[config.mk]
export PLATFORM = sky130hd
export DESIGN_NAME = if_fetch_unit_flat
export DESIGN_NICKNAME = d
export VERILOG_FILES = /design/src/rtl/if_fetch_unit_if.sv /design/src/rtl/if_fetch_unit.sv /design/src/flat_wrapper.sv
export SDC_FILE = /design/constraint.sdc
export NUM_CORES = 1
export LEC_CHECK = 0
export ABC_CLOCK_PERIOD_IN_PS = 2900
export CORE_MARGIN = 2
export CORE_UTILIZATION = 35
export CTS_CLUSTER_DIAMETER = 80
export DETAILED_ROUTE_END_ITERATION = 10
export PLACE_DENSITY = 0.69
export SETUP_SLACK_MARGIN = 0.15
export SYNTH_ARGS = -nofsm -noshare
export SYNTH_HDL_FRONTEND = slang
export SYNTH_SLANG_ARGS = --single-unit
[constraint.sdc]
create_clock -name clk -period 2.9 [get_ports clk]
set_input_delay 0.435 -clock clk [delete_from_list [all_inputs] [get_ports clk]]
set_output_delay 0.435 -clock clk [all_outputs]
set_load 0.01 [all_outputs]
[src/rtl/if_fetch_unit_if.sv]
// if_fetch_unit_if: instruction-memory channel, valid/ready request plus in-order response without backpressure.
interface if_fetch_unit_if;
    logic        req_valid;
    logic        req_ready;
    logic [31:0] req_addr;
    logic        rsp_valid;
    logic [31:0] rsp_data;
    modport master(output req_valid, req_addr, input req_ready, rsp_valid, rsp_data);
    modport slave(input req_valid, req_addr, output req_ready, rsp_valid, rsp_data);
endinterface

[src/rtl/if_fetch_unit.sv]
// if_fetch_unit: IF stage owning the PC, one outstanding imem fetch, registered IF_ID outputs with NOP bubbles.
module if_fetch_unit #(
    parameter logic [31:0] RESET_PC  = 32'h0000_0000,
    parameter logic [31:0] NOP_INSTR = 32'h0000_0013
) (
    input  logic                   clk,
    input  logic                   reset,
    if_fetch_unit_if.master        imem,
    input  logic                   redirect_valid,
    input  logic [31:0]            redirect_pc,
    input  logic                   stall,
    output logic [31:0]            instr_if,
    output logic [31:0]            pc_if,
    output logic [31:0]            pc_plus4_if,
    output logic                   valid_if
);
    typedef enum logic [1:0] {REQ, WAIT, FULL, DROP} state_t;
    state_t      state, state_d;
    logic [31:0] pc_q, pc_d, fpc_q, fpc_d, buf_q, buf_d, ld_data, fpc4;
    logic        ld;
    assign fpc4           = fpc_q + 32'd4;
    assign imem.req_valid = state == REQ && !redirect_valid;
    assign imem.req_addr  = pc_q;
    always_comb begin
        state_d = state;
        pc_d    = pc_q;
        fpc_d   = fpc_q;
        buf_d   = buf_q;
        ld      = 1'b0;
        ld_data = buf_q;
        if (redirect_valid) begin
            pc_d    = {redirect_pc[31:2], 2'b00};
            // a fetch still in flight must be swallowed before the next request
            state_d = (state == WAIT || state == DROP) && !imem.rsp_valid ? DROP : REQ;
        end else begin
            case (state)
                REQ: if (imem.req_ready) begin
                    fpc_d   = pc_q;
                    state_d = WAIT;
                end
                WAIT: if (imem.rsp_valid) begin
                    pc_d    = fpc4;
                    buf_d   = imem.rsp_data;
                    ld_data = imem.rsp_data;
                    ld      = !stall;
                    state_d = stall ? FULL : REQ;
                end
                FULL: if (!stall) begin
                    ld      = 1'b1;
                    state_d = REQ;
                end
                default: if (imem.rsp_valid) state_d = REQ;
            endcase
        end
    end
    always_ff @(posedge clk) begin
        if (reset) begin
            state       <= REQ;
            pc_q        <= RESET_PC;
            fpc_q       <= '0;
            buf_q       <= '0;
            instr_if    <= NOP_INSTR;
            pc_if       <= '0;
            pc_plus4_if <= '0;
            valid_if    <= 1'b0;
        end else begin
            state <= state_d;
            pc_q  <= pc_d;
            fpc_q <= fpc_d;
            buf_q <= buf_d;
            if (ld) begin
                instr_if    <= ld_data;
                pc_if       <= fpc_q;
                pc_plus4_if <= fpc4;
                valid_if    <= 1'b1;
            end else if (redirect_valid || !stall) begin
                instr_if <= NOP_INSTR;
                valid_if <= 1'b0;
            end
        end
    end
endmodule

[src/flat_wrapper.sv]
// flat-port wrapper written by rule: the top's interface ports become plain ports
module if_fetch_unit_flat 
#(
    parameter logic [31:0] RESET_PC  = 32'h0000_0000,
    parameter logic [31:0] NOP_INSTR = 32'h0000_0013
)
  (clk, reset, redirect_valid, redirect_pc, stall, instr_if, pc_if, pc_plus4_if, valid_if, imem_req_valid, imem_req_addr, imem_req_ready, imem_rsp_valid, imem_rsp_data);
  if_fetch_unit_if imem_i ();
  input  logic clk;
  input  logic reset;
  input  logic redirect_valid;
  input  logic [31:0] redirect_pc;
  input  logic stall;
  output logic [31:0] instr_if;
  output logic [31:0] pc_if;
  output logic [31:0] pc_plus4_if;
  output logic valid_if;
  output wire logic [$bits(imem_i.req_valid)-1:0] imem_req_valid;
  output wire logic [$bits(imem_i.req_addr)-1:0] imem_req_addr;
  input wire logic [$bits(imem_i.req_ready)-1:0] imem_req_ready;
  input wire logic [$bits(imem_i.rsp_valid)-1:0] imem_rsp_valid;
  input wire logic [$bits(imem_i.rsp_data)-1:0] imem_rsp_data;
  assign imem_req_valid = imem_i.req_valid;
  assign imem_req_addr = imem_i.req_addr;
  assign imem_i.req_ready = imem_req_ready;
  assign imem_i.rsp_valid = imem_rsp_valid;
  assign imem_i.rsp_data = imem_rsp_data;
  if_fetch_unit #(.RESET_PC(RESET_PC), .NOP_INSTR(NOP_INSTR)) u_core (.clk(clk), .reset(reset), .imem(imem_i), .redirect_valid(redirect_valid), .redirect_pc(redirect_pc), .stall(stall), .instr_if(instr_if), .pc_if(pc_if), .pc_plus4_if(pc_plus4_if), .valid_if(valid_if));
endmodule
==> flow_summary.json <==
{
  "status": "finished clean",
  "setup_repair_after_global_routing_missed_its_margin": "no",
  "power.ir.vdd_worst_v": 0.000387,
  "cts-hold-fix-buffers": 0,
  "synth_area_leader": "sky130_fd_sc_hd__dfxtp_1",
  "synthesis.nets": 994,
  "post_synth_num_cell_types": 46,
  "tritoncts_clock_tree": "done",
  "global_route_wire_length_before_repair_mm": 34.8,
  "die_area_um2": 22700,
  "ant_nets": 0,
  "synth_top_flop_cell": "sky130_fd_sc_hd__dfxtp_1",
  "antenna_found_initial": 0,
  "slowest_stage_cell_cp": "sky130_fd_sc_hd__clkdlybuf4s50_1",
  "path_delay_family": "buffers and inverters",
  "post_synth_main_area_contributors": "sky130_fd_sc_hd__dfxtp_1, sky130_fd_sc_hd__nand2_1, sky130_fd_sc_hd__a21oi_1, sky130_fd_sc_hd__nor2_1, sky130_fd_sc_hd__a22o_1",
  "cts-root-buf": "sky130_fd_sc_hd__clkbuf_16",
  "grtUsageTotal_pct": 19.7,
  "wl_mm": 22.3,
  "critical_path_peak_fanout": 4,
  "power_leakage_nw": 3.45,
  "worst-endpoint-required_ps": 2470,
  "dp_hpwl_mm": 14.9,
  "postSynth.asyncResetShare_pct": 0,
  "reg2reg_slack_ps": 510,
  "core_um2": 21000,
  "yosysSeqAreaShare_pct": 51.4,
  "routedWlPerCell_um": 16.4,
  "clock_sinks": 193,
  "timing.critical_path.buf_inv": 2,
  "critPathKind": "flop to output port",
  "synth_area_um2": 7510,
  "synthesized_instance_count": 919,
  "number_of_global_route_vias_before_repair": 6461,
  "synthToLayoutAreaGrowth_pct": 37.1,
  "cts-buffers-inserted": 17,
  "clk_pin_slew_worst_paths_ps": 70,
  "antenna-diode-count": 0,
  "class_of_the_worst_hold_path": "input port to flop",
  "slew-limit-headroom_pct": 34.4,
  "timing.fmax_ghz": 0.410,
  "initialDrtViolationCount": 386,
  "min_period_ps": 2440,
  "worstSetupEndpointType": "output port",
  "ys.warnings.count": 0,
  "synth_largest_type_area_fraction_pct": 51.4,
  "cts_resized": 0,
  "placement.io_buffers": 197,
  "num_rows": 53,
  "num_vias": 6931,
  "drc": 0,
  "critical_path.startpoint_type": "flop",
  "dieWidth_um": 151,
  "synth_enable_flop_cells": 0,
  "timing.critical_path.slowest_cell_delay_ps": 660,
  "drv.max_cap_violation_count": 0,
  "boundaryPins": 200,
  "timing.critical_path.cells": "inv_1, ha_1, nor2b_1, clkdlybuf4s50_1",
  "grt.overflow.total": 0,
  "post-route-period-util_pct": 84.1,
  "gp_routability_congestion": 0.792,
  "worst_skew_pair.late_latency_ps": 440,
  "setup_total_negative_slack_ps": 0,
  "critPathArrivalTime_ps": 2000,
  "length_of_the_first_detailed_routing_pass_in_iterations": 5,
  "power_per_cell_area_nw_per_um2": 561,
  "final_cell_mix": "sky130_fd_sc_hd__nand2_1, sky130_fd_sc_hd__clkdlybuf4s50_1, sky130_fd_sc_hd__dfxtp_1, sky130_fd_sc_hd__a21oi_1, sky130_fd_sc_hd__nor2_1",
  "report.final.setup_viol": 0,
  "post_dp_cell_area_um2": 9700,
  "grt_start_max_net_pins": 65,
  "initial_utilization_pct": 35.7,
  "design.final.nets": 1153,
  "timing_worst_slew_pin_value_ps": 982,
  "cts_post_setup_buffers_inserted": 0,
  "final_common_cell": "sky130_fd_sc_hd__nand2_1",
  "report.final.hold_viol_count": 0,
  "final.setup_skew_ps": 11.4,
  "post_drt_via_cell_ratio": 5.07,
  "synthesis.area_per_instance_um2": 8.18,
  "synth_seq_cells": 193,
  "die_h_um": 151,
  "htreeDepth": 4,
  "final_max_slew_viol_count": 0,
  "finalInstanceArea_um2": 10300,
  "layout-drive-gt1-share_pct": 5.96,
  "cts_buffer_depth": 2
}
## cell usage after synthesis, drive strengths merged, types with 2 or more instances
| cell | count |
|---|---|
| xor2 | 6 |
| or2 | 2 |
| o31a | 4 |
| buf | 20 |
| nor3 | 17 |
| a211o | 8 |
| a211oi | 23 |
| nand3 | 10 |
| nand2 | 233 |
| o22ai | 11 |
| nand4 | 8 |
| ha | 5 |
| o21ai | 12 |
| and2 | 3 |
| mux2i | 3 |
| a21oi | 136 |
| a21o | 2 |
| and4 | 2 |
| clkbuf | 55 |
| o211ai | 2 |
| xnor2 | 16 |
| inv | 11 |
| nor4 | 10 |
| dfxtp | 193 |
| a22o | 29 |
| nor2 | 83 |
| a31oi | 3 |
## power breakdown
part | switching, W | total, W | leakage, nW | internal [W]
combinational | 0.000311 | 0.000576 | 1.59 | 0.000265
clock | 0.00104 | 0.00242 | 0.299 | 0.00139
sequential | 0.0000617 | 0.00278 | 1.56 | 0.00272
## logic make-up (layout without fill, tap and decap cells)
kind of cell | count (synthesis) | count (layout) | synth area share (%)
xor+xnor | 22 | 22 | 2.56
compound gates | 235 | 235 | 19.2
flops | 193 | 193 | 51.4
simple gates | 375 | 375 | 20.9
mux | 3 | 3 | 0.400
buf+inv | 86 | 258 | 4.65
fa+ha+maj | 5 | 5 | 0.833
## state kept, by name, summed over array words and instances (netlist names)
register              flops
u_core.buf_q             32
u_core.fpc_q             32
u_core.imem.req_addr     32
u_core.instr_if          32
u_core.pc_if             30
u_core.pc_plus4_if       32
u_core.state              2
u_core.valid_if           1
## metrics by stage
stage / total power (W) / util [%] / std cells / hold slack, ps / setup WS (ps)
floorplan: 0.00312 / - / 919 / 441 / 708
global placement: 0.00341 / 46.2 / 1334 / 434 / 496
detailed placement: 0.00342 / 46.2 / 1334 / 449 / 475
CTS: 0.00584 / 49.0 / 1366 / 378 / 431
global route: 0.00601 / 49.0 / 1366 / 390 / 307
finish: 0.00578 / 49.0 / 1366 / 395 / 461
## routing by layer
layer / part of all wire (%) / vias up / global-route usage (%)
li1: - / 3431 / -
met1: 46 / 3231 / 26.6
met2: 44 / 233 / 29.9
met3: 8.3 / 36 / 6.03
met4: 2.1 / 0 / 6.65
met5: 0 / - / 0
## worst register-to-register path, cell delays in order, from the launching register on
cell                       delay [ps]
sky130_fd_sc_hd__dfxtp_1          440
sky130_fd_sc_hd__ha_1             270
sky130_fd_sc_hd__nand4_2          220
sky130_fd_sc_hd__or2_2            470
sky130_fd_sc_hd__or3b_2           510
sky130_fd_sc_hd__xor2_1           180
sky130_fd_sc_hd__a211oi_1         230
## worst paths after layout
kind | from | end | cells past startpoint
worst min-delay path | reset | u_core.buf_q[1] | 2
worst min register to register | u_core.pc_if[2] | u_core.pc_if[2] | 2
worst max-delay path | u_core.state[0] | imem_req_valid | 4
worst max register to register | u_core.fpc_q[3] | u_core.pc_plus4_if[22] | 6
## final cells by class
class,instances,area (µm²)
clock buffers,20,447
inverters,11,41.3
flip-flops and latches,193,3860
repair buffers,215,2140
well taps,275,344
clock inverters,12,154
multi-input cells,640,3320
fillers,2006,10700
No activity file was read; power rests on OpenSTA's default activity.
